[config.mk]
export PLATFORM = sky130hd
export DESIGN_NAME = freq_readout
export DESIGN_NICKNAME = d
export VERILOG_FILES = /design/src/rtl/freq_readout.sv
export SDC_FILE = /design/constraint.sdc
export NUM_CORES = 1
export LEC_CHECK = 0
export CORE_AREA = 2 2 90 92
export CTS_CLUSTER_SIZE = 8
export DETAILED_ROUTE_END_ITERATION = 8
export DIE_AREA = 0 0 92 94
export GPL_TIMING_DRIVEN = 0
export PLACE_DENSITY = 0.63
export SLEW_MARGIN = 20
export SYNTH_ARGS = -nofsm -noshare
export SYNTH_HDL_FRONTEND = slang
export SYNTH_SLANG_ARGS = --single-unit
[constraint.sdc]
create_clock -name clk_i -period 2.65 [get_ports clk_i]
set_input_delay 0.3975 -clock clk_i [delete_from_list [all_inputs] [get_ports clk_i]]
set_output_delay 0.3975 -clock clk_i [all_outputs]
set_load 0.05 [all_outputs]
[src/rtl/freq_readout.sv]
// Display stage for the frequency multiplier: captures k on a valid rise, converts it to BCD
// with a double-dabble engine and scans it onto an active-low 3-digit seven-segment display.
module freq_readout #(
  parameter int unsigned SCAN_DIV = 1024
) (
  input  logic       clk_i,
  input  logic       rst_i,
  input  logic       valid_i,
  input  logic [7:0] k_i,
  output logic [3:0] bcd_hun_o,
  output logic [3:0] bcd_ten_o,
  output logic [3:0] bcd_one_o,
  output logic       busy_o,
  output logic       done_o,
  output logic [6:0] seg_o,
  output logic [2:0] an_o
);

  localparam int unsigned CntW = $clog2(SCAN_DIV);

  typedef enum logic [0:0] {StIdle, StConv} state_e;

  state_e          state_q, state_d;
  logic            valid_q;
  logic [7:0]      shift_q, shift_d;
  logic [11:0]     scratch_q, scratch_d;
  logic [2:0]      cnt_q, cnt_d;
  logic [11:0]     bcd_q, bcd_d;
  logic            done_q, done_d;
  logic [CntW-1:0] scan_q, scan_d;
  logic [1:0]      idx_q, idx_d;
  logic [11:0]     adj;
  logic            rise;
  logic            unused_adj_msb;

  function automatic logic [3:0] add3(input logic [3:0] n);
    return (n >= 4'd5) ? n + 4'd3 : n;
  endfunction

  function automatic logic [6:0] decode(input logic [3:0] d);
    logic [6:0] s;
    unique case (d)
      4'd0:    s = 7'b1000000;
      4'd1:    s = 7'b1111001;
      4'd2:    s = 7'b0100100;
      4'd3:    s = 7'b0110000;
      4'd4:    s = 7'b0011001;
      4'd5:    s = 7'b0010010;
      4'd6:    s = 7'b0000010;
      4'd7:    s = 7'b1111000;
      4'd8:    s = 7'b0000000;
      4'd9:    s = 7'b0010000;
      default: s = 7'b1111111;
    endcase
    return s;
  endfunction

  assign rise = valid_i & ~valid_q;
  assign adj  = {add3(scratch_q[11:8]), add3(scratch_q[7:4]), add3(scratch_q[3:0])};
  // Hundreds never exceeds 2, so the corrected MSB is always shifted out as zero.
  assign unused_adj_msb = adj[11];

  always_comb begin
    state_d   = state_q;
    shift_d   = shift_q;
    scratch_d = scratch_q;
    cnt_d     = cnt_q;
    bcd_d     = bcd_q;
    done_d    = 1'b0;
    unique case (state_q)
      StIdle: begin
        if (rise) begin
          shift_d   = k_i;
          scratch_d = '0;
          cnt_d     = '0;
          state_d   = StConv;
        end
      end
      StConv: begin
        scratch_d = {adj[10:0], shift_q[7]};
        shift_d   = {shift_q[6:0], 1'b0};
        cnt_d     = cnt_q + 3'd1;
        if (cnt_q == 3'd7) begin
          bcd_d   = scratch_d;
          done_d  = 1'b1;
          state_d = StIdle;
        end
      end
      default: state_d = StIdle;
    endcase
  end

  always_comb begin
    scan_d = scan_q + CntW'(1);
    idx_d  = idx_q;
    if (scan_q == CntW'(SCAN_DIV - 1)) begin
      scan_d = '0;
      idx_d  = (idx_q == 2'd2) ? 2'd0 : idx_q + 2'd1;
    end
  end

  always_ff @(posedge clk_i) begin
    if (rst_i) begin
      state_q   <= StIdle;
      valid_q   <= 1'b0;
      shift_q   <= '0;
      scratch_q <= '0;
      cnt_q     <= '0;
      bcd_q     <= '0;
      done_q    <= 1'b0;
      scan_q    <= '0;
      idx_q     <= '0;
    end else begin
      state_q   <= state_d;
      valid_q   <= valid_i;
      shift_q   <= shift_d;
      scratch_q <= scratch_d;
      cnt_q     <= cnt_d;
      bcd_q     <= bcd_d;
      done_q    <= done_d;
      scan_q    <= scan_d;
      idx_q     <= idx_d;
    end
  end

  always_comb begin
    logic [3:0] dig;
    logic       blank;
    dig   = bcd_q[3:0];
    blank = 1'b0;
    an_o  = 3'b110;
    unique case (idx_q)
      2'd0: begin
        an_o = 3'b110;
        dig  = bcd_q[3:0];
      end
      2'd1: begin
        an_o  = 3'b101;
        dig   = bcd_q[7:4];
        blank = (bcd_q[11:8] == 4'd0) && (bcd_q[7:4] == 4'd0);
      end
      2'd2: begin
        an_o  = 3'b011;
        dig   = bcd_q[11:8];
        blank = (bcd_q[11:8] == 4'd0);
      end
      default: begin
        an_o  = 3'b111;
        blank = 1'b1;
      end
    endcase
    seg_o = blank ? 7'b1111111 : decode(dig);
  end

  assign bcd_hun_o = bcd_q[11:8];
  assign bcd_ten_o = bcd_q[7:4];
  assign bcd_one_o = bcd_q[3:0];
  assign busy_o    = (state_q == StConv);
  assign done_o    = done_q;

endmodule

Word-level counts from Yosys, hierarchy flattened --
Memory sizes are Yosys's and may differ from the RTL's. Index checks and enable logic that the tools add are counted.
Storage, ports and cells: bits in registers 50, latch bits 0, RAM bits 0, memory bits (read-only) 112, input bits 11, output and inout bits 24, logic and storage cells 52, memories 1
Memory list:
- (no name shown) | depth 16, width 7, read ports 1, clocked after Yosys merged registers in 0, wr ports 0, RTL line 42 | unique case (d)
Cells by class: add/subtract/negate cells 6, multiply operators 0, divide/modulo/power cells 0, order comparisons 3, equal/unequal tests 5, shift-type cells 0, multiplexer cells 18, bitwise operators 3, reduce and logical (&&, ||, !) cells 7
Operators by type and width (count):
- case mux 12 bit (2 select lines) | 1
- case mux 8 bit (2 select lines) | 1
- >= comparator 4 x 3 -> 1 bit (second input constant) | 3
- 2-to-1 mux 12 bit | 1
- adder 10 x 1 -> 10 bit (second input constant) | 1
- == test 10 bit (second input constant) | 1
- case mux 3 bit (3 select lines) | 1
- adder 4 x 2 -> 4 bit (second input constant) | 2
- logical NOT 4 bit | 2
- 2-to-1 mux 4 bit | 2
- 2-to-1 mux 8 bit | 1
- case mux 4 bit (2 select lines) | 1
- 2-to-1 mux 7 bit | 1
- 2-to-1 mux 3 bit | 2
- case mux 3 bit (2 select lines) | 1
- OR reduction 2 bit | 2
- adder 3 x 1 -> 3 bit (second input constant) | 1
- adder 3 x 2 -> 3 bit (second input constant) | 1
- == test 3 bit (second input constant) | 1
- 2-to-1 mux 1 bit | 3
- case mux 1 bit (3 select lines) | 1
- adder 2 x 1 -> 2 bit (second input constant) | 1
- == test 2 x 1 -> 1 bit (second input constant) | 1
- == test 2 bit (second input constant) | 1
- 8 further kinds | 9

Logic depth before layout (Yosys ltp) --
Gate-level depths: netlist of run 1.
depth in word-level cells 4, mapped depth 9, depth with buffers taken out 8

Least setup slack after synthesis of run 1 --
OpenSTA, ideal clock, no wires.
kind flip-flop to output port, start register idx_q[0], end output seg_o[1], arrival 2.697 ns, data required time 2.253 ns, slack -0.445 ns, stages on the path, launching flop included 9, path buffers 1, cells stage by stage dfxtp_1 -> inv_1 -> ha_1 -> clkbuf_8 -> nor2_1 -> a21oi_2 -> ha_1 -> and2_1 -> o21ai_0
On the way: cells in the longest elaborated chain, start to end 4, elaborated cells between the ends (all ways) 7, those cells by class eq/ne (2); mux (3); reduce/logical (1); memory (1)
RTL lines:
- start: declaration | RTL line 31 | logic [1:0] idx_q, idx_d;
- start signal: assignment | RTL line 122 | idx_q <= idx_d;
- == test 2 bit or == test 2 x 1 -> 1 bit (tied branches) | RTL line 132 | unique case (idx_q)
- case mux 4 bit (2 select lines) | RTL line 132
- memory (16 x 7 bit)
- 2-to-1 mux 7 bit (*) | RTL line 152 | seg_o = blank ? 7'b1111111 : decode(dig);
- end: declaration | RTL line 15 | output logic [6:0] seg_o,
Mark *: on every way between the ends. The rest lies on a longest branch, timed or not.

Worst setup path in the final report of run 1 --
start register idx_q[0], end output seg_o[3]
Same word-level chain as after synthesis.

==> metrics, run 1 <==
Clk network pwr share 31.9%; Final #Nets 382; leakage ~1.3 nW; sequential-to-total area share from yosys stat 38.5%; clk slew on worst S/H paths 0.08 ns; Num CTS Buffers 5; largest net degree at the start of global routing 15; fillers 811; core area 7610 um2; Slowest-stage cell, CP dfxtp_2; Hold WS 0.473 ns; slowest stage delay, CP ~0.33 ns; fmax between 300 and 400 MHz; Worst Path Max Fanout 7; number of flops mapped to enable cells by yosys 0; Vias/cell about 4.8; Critical Path End Type primary output; FF-to-FF Start scratch_q[1]; syn_nets between 300 and 400; period utilisation layout a little over nine tenths; #FFs+latches synth 50; Fin. Hold Viols 0; internal power 0.000992 W; final setup vio count 0; clk sinks 50; CTS Buffer Depth 2; Die ar. between 8000 and 9000 um2; Placer Congestion 0.846; maxcap violations 0; Combinational Power Share under 10%; Syn Area/Cell 8.50 um2; final setup skew approximately 0.0078 ns; Crit path max-delay family buffers and inverters; post-route ant nets 0; Tmin final 2.54 ns; sw frac between 20% and 30%; Gate Count Post-Synth between 300 and 400; top-count cell post-synth nor2_1; Syn. warnings 0; 1st-iter DRT viols 77; global-route wire length before repair approximately 9400 um; most used cell, CP buf_4; via count around 2200; PortBufs 34; Die Y about 94 um; Worst Setup SP idx_q[0]; Worst EP required around 2.3 ns; Chip Width roughly 92 um; Critical path buffers and inverters 3; Hold WC Path Type reg -> reg; Total GRT Usage 13.7%; antenna violations before repair 0; htree depth 2; fin util a little over two fifths; worst hold start scan_q[0]; P_sw ~0.0003 W; final WL 5550 um; CTS tree yes; Post-Syn Area around 2600 um2; status complete, no violations; ys async rst share 0%; Rows 32; post-synth top area share about two fifths; Slew Viols, Final 0; Post-route DRC 0; GR Overflow Total 0; slew margin rel. a little over three fifths; Root Buffer clkbuf_8; area leader, netlist dfxtp_1; Worst setup SP type flop; CP cell instances buf_4 -> ha_2 -> a22oi_2 -> a21oi_2 -> buf_4 -> ha_1 -> o21ai_1 -> o211ai_1 -> buf_4; Initial Utilization about a third; Pre-Repair DR Iteration Count 6; # IOs 35; clk_lat worst skew 0.30 ns; WS Path Type reg -> out; Synth Flop Type dfxtp_1; Data arrival, critical path between 2 and 2.5 ns; drt wl/cell approximately 12 um; antenna cell count 0; top cells by area, synth dfxtp_1 (38%), ha_1 (9.1%), nor2_1 (7.6%), a21oi_1 (4.6%), mux2i_1 (4.2%); power density over cell area slightly above 400 nW/um2; post-DP HPWL about 4100 um; P&R area growth vs syn 23.7%; Worst VDD drop roughly 220 uV; Synth cell types 40; register share of total power between 50% and 60%; vias in the first global route around 1900; synth cell count leaders nor2_1 (53), dfxtp_1 (50), nand2_1 (28), a21oi_1 (24), ha_1 (19); worst slew pin tran between 0.5 and 0.6 ns; fraction of layout cells with a size suffix above 1 approximately 16%
==> layer usage <==
layer | track usage (%) | vias up | share of wire (%)
met4 | 4.48 | 0 | 1.5
met5 | 0 | - | 0
met3 | 2.89 | 6 | 3.2
met2 | 22.7 | 38 | 46
met1 | 17.9 | 993 | 49
li1 | - | 1120 | -
==> area by class of cell <==
cell class              instances  area [um2]  area share, %
multi-input cells             228        1520           47.1
flip-flops and latches         50        1000           31.2
repair buffers                 39         368           11.4
well taps                     102         128           3.97
clock buffers                   6        72.6           2.26
plain buffers                  13        66.3           2.06
inverters                      15        56.3           1.75
clock inverters                 1        7.51          0.233
==> state kept, by name, summed over array words and instances, names as in the netlist <==
name       count
bcd_q         12
scratch_q     12
scan_q        10
shift_q        8
cnt_q          3
idx_q          2
busy_o         1
done_o         1
valid_q        1
==> final timing paths <==
kind,to,slack [ns],depth (start not counted)
hold / removal,scan_q[0],0.47,1
hold reg to reg,scan_q[0],0.47,1
setup reg to reg,scratch_q[2],0.91,7
setup / recovery,seg_o[3],0.11,9
==> cells in the final DEF, fill, tap and decap left out, drive strengths merged <==
master,count
a21boi,1
a21o,3
a21oi,31
a22o,4
a22oi,5
a32o,1
and2,2
and2b,1
and3,2
buf,18
clkbuf,13
clkdlybuf4s50,27
clkinvlp,1
dfxtp,50
ha,19
inv,15
mux2,8
mux2i,11
nand2,28
nand2b,5
nand3,6
nand4,1
nor2,53
nor2b,2
nor3,1
nor3b,8
nor4,2
o211ai,2
o21ai,18
or2,2
xnor2,7
xor2,5
==> cell families (layout without fill, tap and decap cells) <==
logic type | after synthesis | after routing | synth area share (%)
and+or+nand+nor | 113 | 113 | 19.7
DFF | 50 | 50 | 38.5
buffers and inverters | 28 | 74 | 4.66
adders and majority gates | 19 | 19 | 9.13
muxes | 19 | 19 | 7.98
AOI/OAI and AO/OA | 65 | 65 | 16.1
xor gates and xnor gates | 12 | 12 | 4.04
==> per-stage QoR <==
stage               setup WS [ns]  cells  cell area, um2  TNS (ns)  power, W
finish                      0.107    454            3220         0   0.00130
global route             -0.00298    454            3220  -0.00308   0.00136
floorplan                 -0.0665    306            2600   -0.0665  0.000862
detailed placement         -0.456    442            3070     -2.35  0.000902
global placement           -0.407    442            3070     -1.97  0.000901
CTS                        0.0105    453            3170         0   0.00132
==> what timing repair did <==
item	CTS	global route
buffers inserted	4	1
setup endpoints to repair	7	7
hold buffers	0	0
resized for setup	44	17
pin swaps	0	3
==> worst register-to-register path, stage by stage (launching register included) <==
cell	delay (ns)
dfxtp_1	0.33
inv_1	0.10
ha_1	0.26
nand2b_1	0.11
a21oi_2	0.22
mux2_4	0.34
mux2_2	0.26
nor2_1	0.07
==> power groups by stage <==
stage               Sequential, W  Combinational (W)  Clock, W
CTS                      0.000776           0.000109  0.000434
global route             0.000778           0.000119  0.000462
finish                   0.000776           0.000108  0.000414
detailed placement       0.000794           0.000108         0
global placement         0.000793           0.000108         0
floorplan                0.000795          0.0000665         0
Note: power is estimated with default switching activity, not from simulation.
==> run 2: changes to the inputs <==
Settings changed: CORE_AREA 2 2 90 92 to 4 4 92 94, DIE_AREA 0 0 92 94 to 0 0 96 98, SETUP_SLACK_MARGIN set to 0.02.
==> run 2 against run 1 <==
- combinational power barely moved
- sequential share of layout area is 0.42 points lower
- wire length rose by 0.11%
- maximum frequency up 0.89%
- worst setup slack improved by 0.022 ns
- register-to-register slack about the same
- flip-flop and latch count unchanged
- clock-buffer cell count up 1
- final area increased by 1.6%
- core utilization grew 0.47 points
- clock power is 1% lower
- clock skew fell by 0.0016 ns
- critical endpoint is now seg_o[1]
==> metrics, run 2 (synthesis results as in run 1) <==
clk_lat worst skew 0.29 ns (about the same); Hold WC Path Type reg -> reg; # IOs 35 (unchanged); final non-filler cell total 454 (unchanged); P&R area growth vs syn 25.7%; Placer Congestion 0.786 (-7.1%); RR Endpoint scratch_q[2]; WS Path Type reg -> out; slew margin rel. 64.2% (+1.5 points); GR Overflow Total 0 (unchanged); Slew Viols, Final 0 (unchanged); vias in the first global route 1972 (+1.3%); Die ar. 9410 um2 (+8.8%); core area 7650 um2 (+0.53%); Largest regs bcd_q: 12 flops, scratch_q: 12 flops, scan_q: 10 flops; antenna violations before repair 0 (unchanged); Worst Setup SP idx_q[0]; Num CTS Buffers 5 (unchanged); Worst EP required 2.25 ns (about the same); Worst setup SP type flop; R2R depth 7 (unchanged); most frequent cells in the layout nor2_1 (51), dfxtp_1 (48), nand2_1 (28); final setup skew 0.00622 ns (-0.00156 ns); Root Buffer clkbuf_8; placed cells 442 (unchanged); final WL 5560 um (+0.11%); CP endpoint seg_o[1]; PortBufs 34 (unchanged); global-route wire length before repair 9360 um (-0.73%); leakage 1.27 nW (+0.60%); largest net degree at the start of global routing 14 (-1); Worst VDD drop 141 uV (-35%); maxcap violations 0 (unchanged); Rows 32 (unchanged); Tmin final 2.52 ns (-0.0224 ns); flop-to-flop setup slack 0.91 ns (about the same); Hold WS 0.476 ns (+0.00301 ns); clk sinks 50 (unchanged); CTS tree yes; antenna cell count 0 (unchanged); worst hold start scan_q[0]; htree depth 2 (unchanged); hold buffers post-CTS 0 (unchanged); period utilisation layout 95.1% (-0.85 points); drt wl/cell 12.2 um (+0.11%); Total GRT Usage 12.5% (-1.2 points); met2 Use GR 19.3% (-3.4 points); status complete, no violations; clk slew on worst S/H paths 0.08 ns (about the same); met1 GRT Util 17.2% (-0.70 points); final setup vio count 0 (unchanged); Final #Nets 382 (unchanged); post-route ant nets 0 (unchanged); post-DP HPWL 4070 um (about the same); Vias/cell 4.67 (-1.7%); Fin. Hold Viols 0 (unchanged); power density over cell area 394 nW/um2 (-2.2%); Pre-Repair DR Iteration Count 4 (-2); Die Y 98 um (+4.3%); fraction of layout cells with a size suffix above 1 16.2% (+0.57 points); GRT busiest layer met2; FF-to-FF Start scratch_q[1]; commonest non-fill, non-tap cell in the layout nor2_1; fmax 397 MHz (+0.89%); Data arrival, critical path 2.12 ns (-0.03 ns); Critical Path End Type primary output; met3 Use GR 2.54% (-0.35 points); via count 2120 (-1.7%); Chip Width 96 um (+4.3%); Post-route DRC 0 (unchanged); Initial Utilization 34.0% (-0.18 points); Worst Path Max Fanout 6 (-1); 1st-iter DRT viols 56 (-27%); worst slew pin tran 0.536 ns (-0.0220 ns); CTS Buffer Depth 2 (unchanged)
[run 2: cell types whose count changed in the layout (fill, tap and decap cells not counted), sizes merged]
cell / delta
clkbuf: +1
clkinvlp: -1
[run 2: worst min-delay path by stage]
stage	end	depth (start not counted)
2_1_floorplan	scan_q[0]	1
3_3_place_gp	scan_q[0]	1
3_5_place_dp	scan_q[0]	1
4_1_cts	scan_q[0]	1
5_1_grt	shift_q[2]	2
6_report	scan_q[0]	1
[run 2: layout make-up]
type                    count  area, um2
inverters                  15       56.3
well taps                 102        128
clock buffers               7       76.3
flip-flops and latches     50       1010
multi-input cells         228       1550
fillers                   750       4380
repair buffers             40        399
plain buffers              12       51.3
[run 2: power breakdown]
part | total [W] | internal (W) | switching, W
logic | 0.000107 | 0.0000453 | 0.0000620
clock network | 0.000408 | 0.000182 | 0.000225
registers | 0.000775 | 0.000765 | 0.00000986
total | 0.00129 | 0.000992 | 0.000297
[run 2: metal layers]
layer | share of wire, % | up-vias | wire length (um)
met2 | 47 | 29 | 2600
met1 | 49 | 965 | 2720
met5 | 0 | - | 0
li1 | - | 1120 | -
met4 | 1.5 | 0 | 83
met3 | 2.7 | 6 | 150
[run 2: stage by stage]
stage	total power (W)	worst slack [ns]	area [um2]	util, %	setup TNS [ns]
floorplan	0.000862	-0.0665	2600	-	-0.0665
global placement	0.000900	-0.429	3070	40.2	-2.06
detailed placement	0.000903	-0.433	3070	40.2	-2.17
CTS	0.00131	0.00674	3170	41.4	0
global route	0.00136	-0.00316	3270	42.8	-0.00584
finish	0.00129	0.130	3270	42.8	0
[run 2: timing repair]
item	in CTS	in global routing
buffers inserted	4	2
setup endpoints to repair	7	7
resized for setup	45	25
pin swaps	2	2
[run 2: critical path: stages, from the launching register on]
cell and delay [ns]:
dfxtp_4 0.37, buf_12 0.12, ha_4 0.18, a22oi_1 0.21, a21o_1 0.27, ha_4 0.24, and2_1 0.14, o21ai_2 0.13
buf_6 0.18
==> run 3: changes to the inputs <==
Settings changed: CAP_MARGIN set to 40.
Clock period 2.65 ns to 3.3 ns, I/O delays scaled along.
==> run 3 against run 2 <==
- final area is 3.7% lower
- die area stayed put
- total power is 17% lower
- largest cell class unchanged
- largest power group unchanged
- highest routed layer unchanged
==> metrics, run 3 (synthesis results as in run 1) <==
status complete, no violations; Total GRT Usage 12.8% (+0.29 points); period utilisation layout between 90 and 100%; Worst setup SP type flop; fraction of layout cells with a size suffix above 1 10.6% (-5.6 points); Critical path buffers and inverters 3 (+1); Post-CTS Setup Inserts 0 (-4); antenna violations before repair 0 (unchanged); # IOs 35 (unchanged); Pre-Repair DR Iteration Count 4 (unchanged); R2R depth 7 (unchanged); GR Overflow Total 0 (unchanged); Rows 32 (unchanged); Num CTS Buffers 5 (unchanged); PortBufs 34 (unchanged); CTS tree yes; clk slew on worst S/H paths 0.09 ns (about the same); Die Y 98 um (unchanged); area of the multi-input gates 1490 um2 (-4.3%); 1st-iter DRT viols 73 (+30%); fin util 41.2% (-1.6 points); Data arrival, critical path 2.56 ns (+0.44 ns); htree depth 2 (unchanged); slew margin rel. 64.4% (+0.11 points); placed cells 442 (unchanged); antenna cell count 0 (unchanged); Critical Path Stages 9 (+1); Post-route DRC 0 (unchanged); CTS Buffer Depth 2 (unchanged); hold buffers post-CTS 0 (unchanged); Fin. Hold Viols 0 (unchanged); final setup vio count 0 (unchanged); vias in the first global route 2065 (+4.7%); Die ar. 9410 um2 (unchanged); core area 7650 um2 (unchanged); Slew Viols, Final 0 (unchanged); most frequent cells in the layout nor2_1 (53), dfxtp_1 (50), nand2_1 (28); worst slew pin tran 0.535 ns (-0.00158 ns); Hold WC Path Type reg -> reg; Initial Utilization 34.0% (unchanged); fmax between 300 and 400 MHz; Worst Path Max Fanout 9 (+3); Register Area 1000 um2 (-0.50%); clk_lat worst skew 0.30 ns (about the same); maxcap violations 0 (unchanged); Worst VDD drop 166 uV (+18%); Slowest-stage cell, CP clkdlybuf4s15_1; commonest non-fill, non-tap cell in the layout nor2_1; Chip Width 96 um (unchanged); Tmin final ~3 ns; WS Path Type reg -> out; unrepaired setup endpoints after global routing false; leakage 1.25 nW (-1.9%); Largest regs bcd_q: 12 flops, scratch_q: 12 flops, scan_q: 10 flops; Critical Path End Type primary output; fillers 766 (+2.1%); final non-filler cell total 450 (-0.88%); Placer Congestion 0.757 (-3.7%); setup TNS 0 ns (unchanged); final setup skew 0.00601 ns (-0.000217 ns); post-DP HPWL 4200 um (+3.1%); largest net degree at the start of global routing 15 (+1); Final #Nets 377 (-1.3%); Worst EP required 2.80 ns (+0.55 ns); worst hold path stage count 1 (unchanged); CP cell instances inv_1 -> ha_1 -> clkbuf_8 -> nor2_1 -> a21oi_2 -> a21oi_1 -> a32o_1 -> nand2_1 -> clkdlybuf4s15_1; Crit path max-delay family buffers and inverters; slowest stage delay, CP 0.49 ns (+0.12 ns); final WL 5630 um (+1.4%); Root Buffer clkbuf_8; power density over cell area 341 nW/um2 (-13%); via count 2142 (+1.0%); post-route ant nets 0 (unchanged); drt wl/cell 12.5 um (+2.3%); clk sinks 50 (unchanged); Vias/cell 4.76 (+1.9%); P&R area growth vs syn 21.1%; global-route wire length before repair 9680 um (+3.5%)
run 3: worst reg2reg max path: stages, from the launching register on:
cell and delay, ns:
dfxtp_1 0.36, inv_1 0.07, ha_1 0.24, nand2b_1 0.11, a21oi_2 0.21, mux2_4 0.33
mux2_2 0.26, nor2_1 0.07
run 3: final timing paths:
kind,slack (ns),start,to
worst min-delay path,0.49,scan_q[0],scan_q[0]
worst min register to register,0.49,scan_q[0],scan_q[0]
worst max register to register,1.58,scratch_q[0],scratch_q[2]
worst max-delay path,0.24,idx_q[1],seg_o[4]
run 3: what timing repair did:
action                                 in CTS  in global routing
setup endpoints to repair                   7                  5
endpoints found under the hold margin       0                  0
gates resized for setup                     7                 10
pin swaps                                   0                  0
run 3: where the power goes:
group | switching (W) | internal, W
logic | 0.0000508 | 0.0000362
clock network | 0.000196 | 0.000169
registers | 0.00000819 | 0.000615
total | 0.000255 | 0.000821
run 3: cell type report:
cell class / instances / area share [%]
tap: 102 / 4.05
sequential: 50 / 31.8
timing repair buffer: 34 / 10.2
buffer: 13 / 2.07
inverter: 15 / 1.79
clock inverter: 1 / 0.159
multi-input combinational: 228 / 47.2
clock buffer: 7 / 2.74
run 3: through the flow:
step | total power [W] | hold slack, ns | cell area [um2] | worst slack (ns)
after floorplan | 0.000692 | 0.430 | 2600 | 0.108
after global placement | 0.000724 | 0.448 | 3070 | 0.131
after detailed placement | 0.000725 | 0.456 | 3070 | 0.0953
after CTS | 0.00108 | 0.478 | 3150 | 0.0401
after global routing | 0.00112 | 0.499 | 3150 | 0.0180
final | 0.00108 | 0.485 | 3150 | 0.242
run 3: layer usage:
layer	track usage (%)	up-vias	wire, um
li1	-	1111	-
met1	17.7	986	2740
met2	20.1	38	2600
met3	2.54	7	216
met4	3.39	0	84
met5	0	-	0
